File: src/rtl/div_64b_seq_pkg.sv
// ---------------------------------------------------------------------------
// div_64b_seq_pkg
//  Shared definitions for the multi-cycle SM2 arithmetic units: FSM state
//  encodings and default operand / counter widths.
// ---------------------------------------------------------------------------
package div_64b_seq_pkg;

   localparam int DIV_WIDTH_DEF = 64;
   localparam int DIV_CNT_W_DEF = 7;

   typedef enum logic [1:0] {
      ST_IDLE = 2'd0,
      ST_CALC = 2'd1,
      ST_DONE = 2'd2
   } div_state_e;

endpackage

File: src/rtl/div_64b_step.sv
// ---------------------------------------------------------------------------
// div_64b_step
//  One combinational radix-2 restoring division step.
//  Ports:
//    r_in     in  WIDTH  partial remainder (always < divisor)
//    q_msb    in  1      dividend bit shifted into the remainder this step
//    divisor  in  WIDTH  divisor (non-zero)
//    r_out    out WIDTH  new partial remainder
//    q_bit    out 1      quotient bit produced this step
// ---------------------------------------------------------------------------
module div_64b_step #(
   parameter int WIDTH = 64
) (
   input  logic [WIDTH-1:0] r_in,
   input  logic             q_msb,
   input  logic [WIDTH-1:0] divisor,
   output logic [WIDTH-1:0] r_out,
   output logic             q_bit
);

   logic [WIDTH:0] shifted;
   logic [WIDTH:0] trial;

   // The shifted remainder needs WIDTH+1 bits; the trial subtraction's top
   // bit is the borrow. Whichever value is kept is < divisor, so it fits
   // back into WIDTH bits.
   always_comb begin
      shifted = {r_in, q_msb};
      trial   = shifted - {1'b0, divisor};
      q_bit   = ~trial[WIDTH];
      r_out   = q_bit ? trial[WIDTH-1:0] : shifted[WIDTH-1:0];
   end

endmodule

File: src/rtl/div_64b_seq.sv
// ---------------------------------------------------------------------------
// div_64b_seq
//  Sequential unsigned divider, radix-2 restoring, one quotient bit per
//  cycle. A result is presented WIDTH+1 cycles after acceptance (1 cycle for
//  divide-by-zero) and held until the consumer takes it.
//  Ports:
//    clk, rst              clock, async active-high reset
//    in_valid / in_ready   operand handshake (in_ready high only in IDLE)
//    dividend, divisor     operands, sampled on in_valid & in_ready
//    out_valid / out_ready result handshake
//    quotient, remainder   result, held after handoff until the next result
//    div_zero              current result came from a zero divisor
//    busy                  high while computing or holding a result
// ---------------------------------------------------------------------------
module div_64b_seq
   import div_64b_seq_pkg::*;
#(
   parameter int WIDTH = DIV_WIDTH_DEF,
   parameter int CNT_W = DIV_CNT_W_DEF
) (
   input  logic             clk,
   input  logic             rst,
   input  logic             in_valid,
   output logic             in_ready,
   input  logic [WIDTH-1:0] dividend,
   input  logic [WIDTH-1:0] divisor,
   output logic             out_valid,
   input  logic             out_ready,
   output logic [WIDTH-1:0] quotient,
   output logic [WIDTH-1:0] remainder,
   output logic             div_zero,
   output logic             busy
);

   div_state_e       state_q, state_d;
   logic [CNT_W-1:0] cnt_q, cnt_d;
   logic [WIDTH-1:0] rem_q, rem_d;       // partial remainder
   logic [WIDTH-1:0] quo_q, quo_d;       // dividend shifting out, quotient shifting in
   logic [WIDTH-1:0] dvs_q, dvs_d;       // captured divisor
   logic [WIDTH-1:0] quotient_q, quotient_d;
   logic [WIDTH-1:0] remainder_q, remainder_d;
   logic             div_zero_q, div_zero_d;
   logic             out_valid_q, out_valid_d;
   logic             in_ready_q, in_ready_d;
   logic             busy_q, busy_d;

   logic [WIDTH-1:0] step_rem;
   logic             step_qbit;

   div_64b_step #(.WIDTH(WIDTH)) u_step (
      .r_in    (rem_q),
      .q_msb   (quo_q[WIDTH-1]),
      .divisor (dvs_q),
      .r_out   (step_rem),
      .q_bit   (step_qbit)
   );

   always_comb begin
      state_d     = state_q;
      cnt_d       = cnt_q;
      rem_d       = rem_q;
      quo_d       = quo_q;
      dvs_d       = dvs_q;
      quotient_d  = quotient_q;
      remainder_d = remainder_q;
      div_zero_d  = div_zero_q;

      unique case (state_q)
         ST_IDLE: begin
            if (in_valid && in_ready_q) begin
               if (divisor == '0) begin
                  state_d     = ST_DONE;
                  quotient_d  = '1;
                  remainder_d = dividend;
                  div_zero_d  = 1'b1;
               end else begin
                  state_d = ST_CALC;
                  cnt_d   = CNT_W'(WIDTH);
                  rem_d   = '0;
                  quo_d   = dividend;
                  dvs_d   = divisor;
               end
            end
         end
         ST_CALC: begin
            rem_d = step_rem;
            quo_d = {quo_q[WIDTH-2:0], step_qbit};
            cnt_d = cnt_q - 1'b1;
            // Last step: publish the result straight from the step outputs
            // so out_valid rises in the same edge the final bit is formed.
            if (cnt_q == CNT_W'(1)) begin
               state_d     = ST_DONE;
               quotient_d  = {quo_q[WIDTH-2:0], step_qbit};
               remainder_d = step_rem;
               div_zero_d  = 1'b0;
            end
         end
         ST_DONE: begin
            if (out_ready) state_d = ST_IDLE;
         end
         default: state_d = ST_IDLE;
      endcase

      // Handshake flags follow the next state so they stay registered.
      out_valid_d = (state_d == ST_DONE);
      in_ready_d  = (state_d == ST_IDLE);
      busy_d      = (state_d != ST_IDLE);
   end

   always_ff @(posedge clk or posedge rst) begin
      if (rst) begin
         state_q     <= ST_IDLE;
         cnt_q       <= '0;
         rem_q       <= '0;
         quo_q       <= '0;
         dvs_q       <= '0;
         quotient_q  <= '0;
         remainder_q <= '0;
         div_zero_q  <= 1'b0;
         out_valid_q <= 1'b0;
         in_ready_q  <= 1'b1;
         busy_q      <= 1'b0;
      end else begin
         state_q     <= state_d;
         cnt_q       <= cnt_d;
         rem_q       <= rem_d;
         quo_q       <= quo_d;
         dvs_q       <= dvs_d;
         quotient_q  <= quotient_d;
         remainder_q <= remainder_d;
         div_zero_q  <= div_zero_d;
         out_valid_q <= out_valid_d;
         in_ready_q  <= in_ready_d;
         busy_q      <= busy_d;
      end
   end

   assign in_ready  = in_ready_q;
   assign out_valid = out_valid_q;
   assign quotient  = quotient_q;
   assign remainder = remainder_q;
   assign div_zero  = div_zero_q;
   assign busy      = busy_q;

endmodule

File: config.mk
export PLATFORM = sky130hd
export DESIGN_NAME = div_64b_seq
export DESIGN_NICKNAME = d
export VERILOG_FILES = /design/src/rtl/div_64b_seq_pkg.sv /design/src/rtl/div_64b_step.sv /design/src/rtl/div_64b_seq.sv
export SDC_FILE = /design/constraint.sdc
export NUM_CORES = 1
export LEC_CHECK = 0
export CAP_MARGIN = 20
export CORE_ASPECT_RATIO = 1.75
export CORE_UTILIZATION = 45
export DETAILED_ROUTE_END_ITERATION = 10
export PLACE_DENSITY = 0.67
export SLEW_MARGIN = 10
export SYNTH_ARGS = -nofsm -noshare
export SYNTH_HDL_FRONTEND = slang
export SYNTH_SLANG_ARGS = --single-unit
File: constraint.sdc
create_clock -name clk -period 13.6 [get_ports clk]
set_input_delay 2.04 -clock clk [delete_from_list [all_inputs] [get_ports clk]]
set_output_delay 2.04 -clock clk [all_outputs]
set_load 0.03 [all_outputs]
==> results of run 1 <==
[final cells by class]
class                           instances  area, sq um
Multi-Input combinational cell       1558         8800
Antenna cell                            1         2.50
Sequential cell                       333         8330
Inverter                               89          342
Fill cell                            3577        17200
Timing Repair Buffer                  282         2820
Tap cell                              490          613
Clock buffer                           48          995
Clock inverter                         10          130
[per-stage QoR]
step                      cell area [sq um]  cells  setup slack (ps)  hold slack [ps]  util, %
after CTS                             22000   2806              7770              481     55.9
after floorplan                       18000   2124              2340              461        -
after detailed placement              20800   2748              7220              466     53.0
after global routing                  22000   2811              8170              500     56.1
after global placement                20800   2747              7160              461     53.0
final                                 22000   2811              8440              477     56.1
[cell usage in the layout, fill, tap and decap left out, types with 32 or more instances in the layout]
| cell | netlist | final |
|---|---|---|
| nand2_1 | 397 | 397 |
| dfrtp_1 | 332 | 332 |
| o21ai_0 | 283 | 283 |
| clkdlybuf4s50_1 | 0 | 263 |
| nor2_1 | 192 | 190 |
| a21oi_1 | 143 | 142 |
| inv_1 | 89 | 88 |
| a31oi_1 | 78 | 78 |
| ha_1 | 66 | 66 |
| a21o_1 | 47 | 45 |
| clkbuf_16 | 0 | 35 |
| xnor2_1 | 32 | 32 |
[final timing paths]
kind,endpoint,cells past startpoint
max,rem_q[52],11
min in group asynchronous,remainder[42],2
max reg2reg,remainder[53],12
min,quotient[48],2
min reg2reg,quotient[48],2
max in group asynchronous,quo_q[7],3
[flip-flops by register name, indices dropped and copies added, names as in the netlist, 2 cells and up]
signal,cells
cnt_q,7
dvs_q,64
quo_q,64
quotient,64
rem_q,64
remainder,64
state_q,2
[layer usage]
metal | wire length [microns] | track usage [%] | part of all wire, %
met4 | 2380 | 11.9 | 4.2
met3 | 2740 | 2.61 | 4.9
met2 | 27400 | 46.9 | 49
met1 | 23600 | 35.2 | 42
met5 | 0 | 0 | 0
[tightest hold or removal path: stages (launching register included)]
cell	delay, ps
dfrtp_1	340
nand2_1	50
o21ai_0	60
[kinds of logic after synthesis]
logic type,after synthesis,share of synthesized area [%]
fa+ha+maj,67,4.70
buf+inv,233,5.06
mux,28,1.59
compound gates,678,22.5
simple gates,726,16.9
xor+xnor,59,2.87
flops,333,46.4
==> reports/results.ini, run 1 <==
[die]
coreArea_sq_mm = 0.0393
die_h_microns = 266
die-area_sq_mm = 0.0408
ios = 264
initial_core_util_pct = 45.8
die_w_microns = 153
num_rows = 96

[worst_setup_path]
worst_path_max_delay_cell = nor2_1
worstSetupPathType = in -> reg
max_stage_delay_ps = 700
worstPathCellList = clkdlybuf4s50_1 > nor4_1 > nand4_1 > nor4_1 > buf_2 > nor3_2 > buf_4 > nor2_1 > buf_4 > nand2_1 > o21ai_0
r2r_start = rem_q[3]
crit_fanout = 65
cp-start-kind = primary input
crit_arrival_ps = 5580
endpoint_kind = flip-flop
cp_num_buf_inv = 4
r2r_slack_ps = 8950
cp-startpoint = divisor[16]
path_delay_family = simple AND/OR/NAND/NOR gates
crit_required_ps = 14030

[yosys]
synth.distinct_cells = 74
yosys.area.top_type_share_pct = 46.2
yosys.area.top_type = dfrtp_1
synthTopCellsByCount = nand2_1 (397), dfrtp_1 (332), o21ai_0 (283)
synth_seq_cells = 333
synthTopCellsByArea = dfrtp_1 (46%), nand2_1 (8.3%), o21ai_0 (7.9%), ha_1 (4.6%), nor2_1 (4.0%)
ys.flop_type = dfrtp_1
async_reset_ff_share_pct = 100
yosysMostFrequentCell = nand2_1
yosysWarnings = 0
syn_inst = 2124
synth_area_sq_mm = 0.0180
syn_nets = 2323
avgSynthCellArea_sq_um = 8.46
ys_seq_area_share_pct = 46.4
synth-edff-count = 0

[clocking]
htree_num_levels = 2
holdBufCountCts = 0
cts_resized = 0
post_cts_buffers = 0
cts_tree = built
clk_latency_ps = 540
clockBufferDepth = 3
cts_root_buf = clkbuf_16
clock-sinks = 333
clkTransAtPathRegs_ps = 60
cts_made_buffers = 34

[placement]
port_buffers = 263
place_hpwl_microns = 41200
globalplace.congestion = 0.921

[routing]
antenna_left = 0
dr.pass1.iters = 5
wl_per_cell_microns = 20.0
vias_per_cell = 5.82
drtIter0Drc = 980
drc = 0
wirelength_microns = 56100
route.vias.total = 16400

[worst_hold_path]
min_from = quotient[48]
hp-class = reg -> reg

[timing]
setup_viol = 0
report.final.slew_viol_count = 0
max_freq_ghz = 0.194
finalHoldViolations = 0
finalCritPeriodShare_pct = 37.9
worst_pin_slew_ps = 1120
max_slew_margin_pct = 25.4
skew_ps = 27.9
rsz0062_at_grt = no
fin_tns_setup_ps = 0
fin_crit_ps = 5160

[global_route]
grtUsageTotal_pct = 27.4
grt_pass1_vias = 15900
antenna_found_initial = 1
grt_pass1_wl_microns = 87600
grt_start_max_net_pins = 111
overflow = 0

[run]
maxCapViolCount = 0

[finish]
syn2layout_area_growth_pct = 22.6
layout.nets = 2497
drive_gt1_share_pct = 4.53

[status]
outcome = complete, no violations

Power of run 1 is not shown: default switching activity piles up to over one toggle a cycle in this logic, so the estimate is an artifact.
==> run 2: changes to the inputs <==
- PLACE_DENSITY: 0.67 -> 0.7
- clock period: 13.6 -> 4.41 ns (I/O delays scaled with it)
==> run 2 against run 1 <==
Against the previous run: critical path depth grew 1; count of clock-buffer cells in the layout down 3; critical endpoint is now remainder[39]; die area is the same; wire length rose by 2.3%; highest routed layer unchanged.
==> reports/results.ini, run 2 (synthesis gave the netlist of run 1 again) <==
[worst_setup_path]
crit_required_ps = 4840  ; -9190 ps
worstSetupPathType = reg -> reg
crit_arrival_ps = 4690  ; -890 ps
crit_fanout = 8  ; -88%
endpoint_kind = flip-flop
cp-start-kind = flip-flop

[clocking]
cts_resized = 0  ; unchanged
clock-sinks = 333  ; unchanged
holdBufCountCts = 0  ; unchanged
htree_num_levels = 1  ; -1
clk_latency_ps = 580  ; +40 ps
cts_root_buf = clkbuf_16
clkTransAtPathRegs_ps = 60  ; about the same
cts_tree = built
clockBufferDepth = 3  ; unchanged
post_cts_buffers = 0  ; unchanged
cts_made_buffers = 31  ; -8.8%

[global_route]
grt_pass1_wl_microns = 89500  ; +2.1%
grt_start_max_net_pins = 132  ; +19%
overflow = 0  ; unchanged
grt_pass1_vias = 15700  ; -1.1%
antenna_found_initial = 3  ; +2
grtUsageTotal_pct = 28.0  ; +0.63 points

[finish]
syn2layout_area_growth_pct = 23.8
nFillCells = 3601  ; +0.67%
regArea_sq_mm = 0.00833  ; unchanged
final_cell_mix = nand2_1 (397), dfrtp_1 (332), o21ai_0 (283)
multiInputGateArea_sq_mm = 0.00880  ; about the same
drive_gt1_share_pct = 5.35  ; +0.82 points
layout_commonest_cell = nand2_1
utilization_pct = 56.7  ; +0.56 points
layout.nets = 2516  ; +0.76%
fin_area_sq_mm = 0.0223  ; +0.99%

[die]
num_rows = 96  ; unchanged
coreArea_sq_mm = 0.0393  ; unchanged
initial_core_util_pct = 45.8  ; unchanged
die-area_sq_mm = 0.0408  ; unchanged
die_h_microns = 266  ; unchanged
die_w_microns = 153  ; unchanged
ios = 264  ; unchanged

[placement]
globalplace.congestion = 0.929  ; +0.87%
place_hpwl_microns = 43000  ; +4.2%
port_buffers = 263  ; unchanged
postPlaceCellArea_sq_mm = 0.0212  ; +1.7%

[status]
outcome = complete, no violations

[timing]
rsz0062_at_grt = no
report.final.slew_viol_count = 0  ; unchanged
max_slew_margin_pct = 35.4  ; +10 points
max_freq_ghz = 0.235
worst_pin_slew_ps = 968  ; -150 ps
finalCritPeriodShare_pct = 96.7
skew_ps = 17.0  ; -10.9 ps
setup_viol = 0  ; unchanged
finalHoldViolations = 0  ; unchanged
fin_crit_ps = 4260

[routing]
drc = 0  ; unchanged
antenna_left = 0  ; unchanged
wl_per_cell_microns = 20.3  ; +1.6%
vias_per_cell = 5.81  ; -0.30%
drtIter0Drc = 1135  ; +16%
dr.pass1.iters = 5  ; unchanged
wirelength_microns = 57400  ; +2.3%
route.vias.total = 16400  ; +0.41%

[run]
maxCapViolCount = 0  ; unchanged

[worst_hold_path]
hp-class = reg -> reg

[run 2: worst max-delay path: stages (launching register included)]
cell	delay, ps
dfrtp_1	420
ha_1	460
nand2_1	160
nor4_1	540
nand2_1	140
a21oi_1	180
a2bb2oi_1	480
nor2_1	200
o41ai_1	530
xnor2_1	180
nor2_1	60
a211oi_1	590
o21ai_0	180
[run 2: final timing paths]
path	from	endpoint	slack [ps]	cells past startpoint
min in group asynchronous	rst	quo_q[52]	600	2
min	quotient[47]	quotient[47]	480	2
max in group asynchronous	rst	rem_q[24]	2820	3
min reg2reg	quotient[47]	quotient[47]	480	2
max reg2reg	rem_q[23]	remainder[39]	150	12
max	rem_q[23]	remainder[39]	150	12
[run 2: layer usage]
metal | wire length (microns) | vias up | global-route usage [%]
met5 | 0 | - | 0
met4 | 1960 | 0 | 10.3
met3 | 3260 | 106 | 2.73
met2 | 27800 | 586 | 47.0
met1 | 24400 | 8002 | 37.5
li1 | - | 7744 | -
[run 2: area by class of cell]
class / count / share of cell area, %
multi-input cells: 1558 / 39.5
flip-flops and latches: 333 / 37.5
repair buffers: 304 / 13.9
clock buffers: 45 / 4.13
well taps: 490 / 2.75
inverters: 89 / 1.52
clock inverters: 9 / 0.680
diodes: 3 / 0.0337
[run 2: per-stage QoR]
step	TNS, ps	worst slack (ps)	cells	hold WS [ps]
final	0	147	2831	478
after global routing	0	11.2	2831	495
after CTS	0	220	2828	480
after detailed placement	0	254	2774	465
after global placement	0	287	2774	460
after floorplan	-232170	-699	2124	461
Power of run 2 is left out for the same reason.
==> variant 1 (config.mk and constraints of run 2) <==
Change the package constant `DIV_CNT_W_DEF` from 7 to 5.
--- a/src/rtl/div_64b_seq_pkg.sv
+++ b/src/rtl/div_64b_seq_pkg.sv
@@ -6,7 +6,7 @@
 package div_64b_seq_pkg;
 
    localparam int DIV_WIDTH_DEF = 64;
-   localparam int DIV_CNT_W_DEF = 7;
+   localparam int DIV_CNT_W_DEF = 5;
 
    typedef enum logic [1:0] {
       ST_IDLE = 2'd0,
Formal check against the unedited RTL: no difference found for any inputs over 4 cycles, from zero or initial values and one cycle with rst high; that may be too few to reach the edited logic, so the function may still have changed.
==> variant 1 against run 2 <==
- synthesized area is 2.9% higher
- non-clock buffer count is 46 higher
- sequential cell count is 2 lower
- design area is 4.7% higher
- routed wire length is 6.6% higher
- worst setup slack better by 67 ps
- critical path type unchanged
- largest cell class unchanged
==> variant 1: results (changes against run 2) <==
worst slack, placed 177 ps (-77.2 ps); Setup Skew 24.5 ps (+7.58 ps); FF-to-FF End rem_q[50]$_DFFE_PP0P_; Pre-antenna DRT Iters 7 (+2); Metal-1 WL 24,700 microns (+1.3%); hold path depth 2 (unchanged); Top Metal Used met5; post-synthesis compound-gate area fraction 0.235 (+0.00925); via/cell ratio 5.75 (-1.0%); CP max stage cell or4_1; vias in the first global route 17.2k (+9.2%); outcome completed; post-synthesis xor/xnor area fraction 0.0265 (-0.00223); worst-margin pin slew 1030 ps (+62.7 ps); Worst Path Max Fanout 6 (-2); initial DRC count 1,122 (-1.1%); Reg2Reg Setup Slack 210 ps (+70 ps); maximum number of pins on one net before global-route repair 91 (-31%); Repair and plain buffers 350 (+15%); Multi-input gate area 9340 sq um (+6.2%); Clk Latency, worst-skew pair 600 ps (+20 ps); Global Route Usage Sum 0.293 (+0.0128); antenna cells 6 (+3); Crit. Startpoint quo_q[63]$_DFFE_PP0P_; crit-path max cell delay 630 ps (+40 ps); inverters 92 (+3.4%); Fillers 3,706 (+2.9%); period utilization 0.951 (-0.0153); Gate power share 0.588; metal2 WL 30,200 microns (+8.5%); Num Clock Sinks 331 (-0.60%); first-pass GRT wire length 96,200 microns (+7.5%); largest delay contributor family on the critical path compound AO/OA/AOI/OAI gates; post-synthesis sequential area ratio 0.448 (-0.0158); met3 WL post-DR 3060 microns (-6.1%); antenna violations before repair 7 (+4); r2r worst-path depth 14 (+2); Signal buf overhead 0.150 (+0.0112); register area 8290 sq um (-0.54%); via count 17.1k (+4.1%); WP data arrival 4710 ps (+20 ps); Yosys cell types 71 (-4.1%); GPL Wtd Cong 0.949 (+2.2%); multi-input gates 1,596 (+2.4%); Detail Placement HPWL 46,500 microns (+8.2%); adder-cell area share of the yosys netlist 0.0457 (-0.00133); multiplexer area fraction after synthesis 0.0279 (+0.0119); fraction of layout cells with a size suffix above 1 0.0721 (+0.0186); final WL 61,100 microns (+6.6%); syn nets 2,365 (+1.8%); Clock-cell share 0.0485 (+0.000457); top cells by area, synth dfrtp_1 45%, o21ai_0 9.4%, nand2_1 8.0%; clk slew on worst S/H paths ~70 ps; synth cell count leaders 396 x nand2_1, 348 x o21ai_0, 330 x dfrtp_1; Layout Nets 2,601 (+3.4%)
==> variant 1: changes by cell type in the layout (fill, tap and decap cells not counted), moves of 30 or more <==
| cell | run 2 | this run |
|---|---|---|
| a21oi_1 | 142 | 221 |
| nor2_1 | 190 | 66 |
| a21o_1 | 45 | 75 |
| nor3b_1 | 2 | 65 |
| o21ai_0 | 283 | 348 |
| a31oi_1 | 78 | 8 |
| buf_4 | 29 | 70 |
==> variant 1: per-layer routing <==
metal / track usage / vias up
li1: - / 8030
met1: 0.362 / 8334
met2: 0.502 / 607
met3: 0.0334 / 140
met4: 0.146 / 2
met5: 0 / -
==> variant 1: worst min-delay path by stage <==
| stage | slack [ps] | from | endpoint |
|---|---|---|---|
| after global routing | 490 | remainder[15]$_DFFE_PP0P_ | remainder[15]$_DFFE_PP0P_ |
| after floorplan | 450 | cnt_q[4]$_DFFE_PP0P_ | cnt_q[4]$_DFFE_PP0P_ |
| after global placement | 450 | quotient[2]$_DFFE_PP0P_ | quotient[2]$_DFFE_PP0P_ |
| after detailed placement | 460 | quotient[23]$_DFFE_PP0P_ | quotient[23]$_DFFE_PP0P_ |
| after CTS | 470 | quotient[2]$_DFFE_PP0P_ | quotient[2]$_DFFE_PP0P_ |
| final | 470 | quotient[2]$_DFFE_PP0P_ | quotient[2]$_DFFE_PP0P_ |
==> variant 1: timing repair <==
action / in CTS / in global routing
resized for setup: 0 / 2
hold buffers: 0 / 0
endpoints found under the setup margin: 0 / 5
==> variant 1: metrics by stage <==
step	cell area [sq um]	hold WS (ps)	cells
2_1_floorplan	18500	449	2166
3_3_place_gp	22200	451	2913
3_5_place_dp	22200	456	2913
4_1_cts	23300	470	2971
5_1_grt	23300	491	2977
6_report	23300	466	2977
==> variant 2 (settings of run 2) <==
Without the edit above. Register the input `dividend` before use, without a reset. The logic sees it one clock later. The other inputs are not delayed to match.
--- a/src/rtl/div_64b_seq.sv
+++ b/src/rtl/div_64b_seq.sv
@@ -31,6 +31,12 @@
    output logic             div_zero,
    output logic             busy
 );
+
+   logic [WIDTH-1:0] dividend_q;
+
+   always_ff @(posedge clk) begin
+      dividend_q <= dividend;
+   end
 
    div_state_e       state_q, state_d;
    logic [CNT_W-1:0] cnt_q, cnt_d;
@@ -71,13 +77,13 @@
                if (divisor == '0) begin
                   state_d     = ST_DONE;
                   quotient_d  = '1;
-                  remainder_d = dividend;
+                  remainder_d = dividend_q;
                   div_zero_d  = 1'b1;
                end else begin
                   state_d = ST_CALC;
                   cnt_d   = CNT_W'(WIDTH);
                   rem_d   = '0;
-                  quo_d   = dividend;
+                  quo_d   = dividend_q;
                   dvs_d   = divisor;
                end
             end
Formal check against the unedited RTL: not equivalent (Yosys sat finds a counterexample within 4 cycles, from zero or initial values and one cycle with rst high).
==> variant 2 against run 2 <==
- synthesized area rose by 11%
- worst setup slack better by 490 ps
- global-route usage rose by 0.55 points
- routed wire length increased by 13%
- final cell count is 10% higher
- first-iteration DRC count rose by 23%
- sequential cell count is 64 higher
- design area rose by 13%
- synthesized cell count rose by 6.2%
- critical path type unchanged
==> variant 2: results (changes against run 2) <==
adder-cell area share of the yosys netlist 0.0424 (-0.00461); M2 GR Usage 0.499 (+0.0299); crit-path max cell delay 550 ps (-40 ps); WP data arrival 4240 ps (-450 ps); hold endpoint quotient[17]$_DFFE_PP0P_; metal2 WL 32,300 microns (+16%); Detail Placement HPWL 50,000 microns (+16%); worst r2r src dvs_q[0]$_DFFE_PP0P_; r2r worst-path depth 11 (-1); Worst Path Max Fanout 5 (-3); met3 WL post-DR 3120 microns (-4.2%); via/cell ratio 5.69 (-1.9%); Clk Latency, worst-skew pair 560 ps (-20 ps); number of CTS-inserted buffers 39 (+26%); worst-margin pin slew 923 ps (-45.4 ps); post-detailed-route wirelength per cell 20.8 microns (+2.5%); antenna violations before repair 0 (-3); Global Route Usage Sum 0.285 (+0.00552); H-tree depth 2 (+1); fraction of layout cells with a size suffix above 1 0.0789 (+0.0255); Synth Flop Type dfrtp_1; maximum number of pins on one net before global-route repair 83 (-37%); CP max stage cell o41a_1; initial DRC count 1,398 (+23%); via count 17.7k (+7.8%); port buffer count 263 (unchanged); post-synthesis sequential area ratio 0.482 (+0.0188); vias in the first global route 17.4k (+10%); antenna cells 0 (-3); Syn Area/Cell 8.83 sq um (+4.4%); Fillers 3,900 (+8.3%); M1 GR Usage 0.365 (-0.0104); post-synthesis xor/xnor area fraction 0.0202 (-0.00853); # placed instances 3,041 (+9.6%); post-synthesis compound-gate area fraction 0.203 (-0.0219); hold path startpoint quotient[17]$_DFFE_PP0P_; Metal-1 WL 27,100 microns (+11%); Yosys cell types 84 (+14%); Area after DPL 23,800 sq um (+12%); ys async rst share 0.839 (-0.161); first-pass GRT wire length 99,600 microns (+11%); synth cell count leaders 486 x nand2_1, 332 x dfrtp_1, 234 x o21ai_0; outcome completed; GPL Wtd Cong 1.02 (+10%); Reg2Reg Setup Slack 640 ps (+490 ps); FF-to-FF End rem_q[58]$_DFFE_PP0P_; met3 GRT Util 0.0268 (-0.000522)
==> variant 2: cell count changes after synthesis, moves of 14 or more <==
cell / run 2 / this run
nor2_1: 192 / 101
nor3_1: 11 / 32
a21o_1: 47 / 61
nand2_1: 397 / 486
clkbuf_1: 126 / 87
a21oi_1: 143 / 163
dfxtp_1: 0 / 64
o21ai_0: 283 / 234
buf_2: 12 / 38
a31oi_1: 78 / 47
nand3_1: 27 / 45
mux2i_1: 23 / 47
==> variant 2: layout make-up <==
cell class	instances	area (sq um)	area share
Clock buffer	52	1130	0.0450
Multi-Input combinational cell	1639	9450	0.377
Inverter	84	319	0.0127
Sequential cell	397	9620	0.384
Tap cell	566	708	0.0283
Clock inverter	20	171	0.00684
Timing Repair Buffer	355	3660	0.146
==> variant 2: through the flow <==
stage	setup WS, ps	hold WS, ps
floorplan	-699	442
global placement	571	452
detailed placement	462	455
CTS	658	469
global route	473	492
finish	637	463
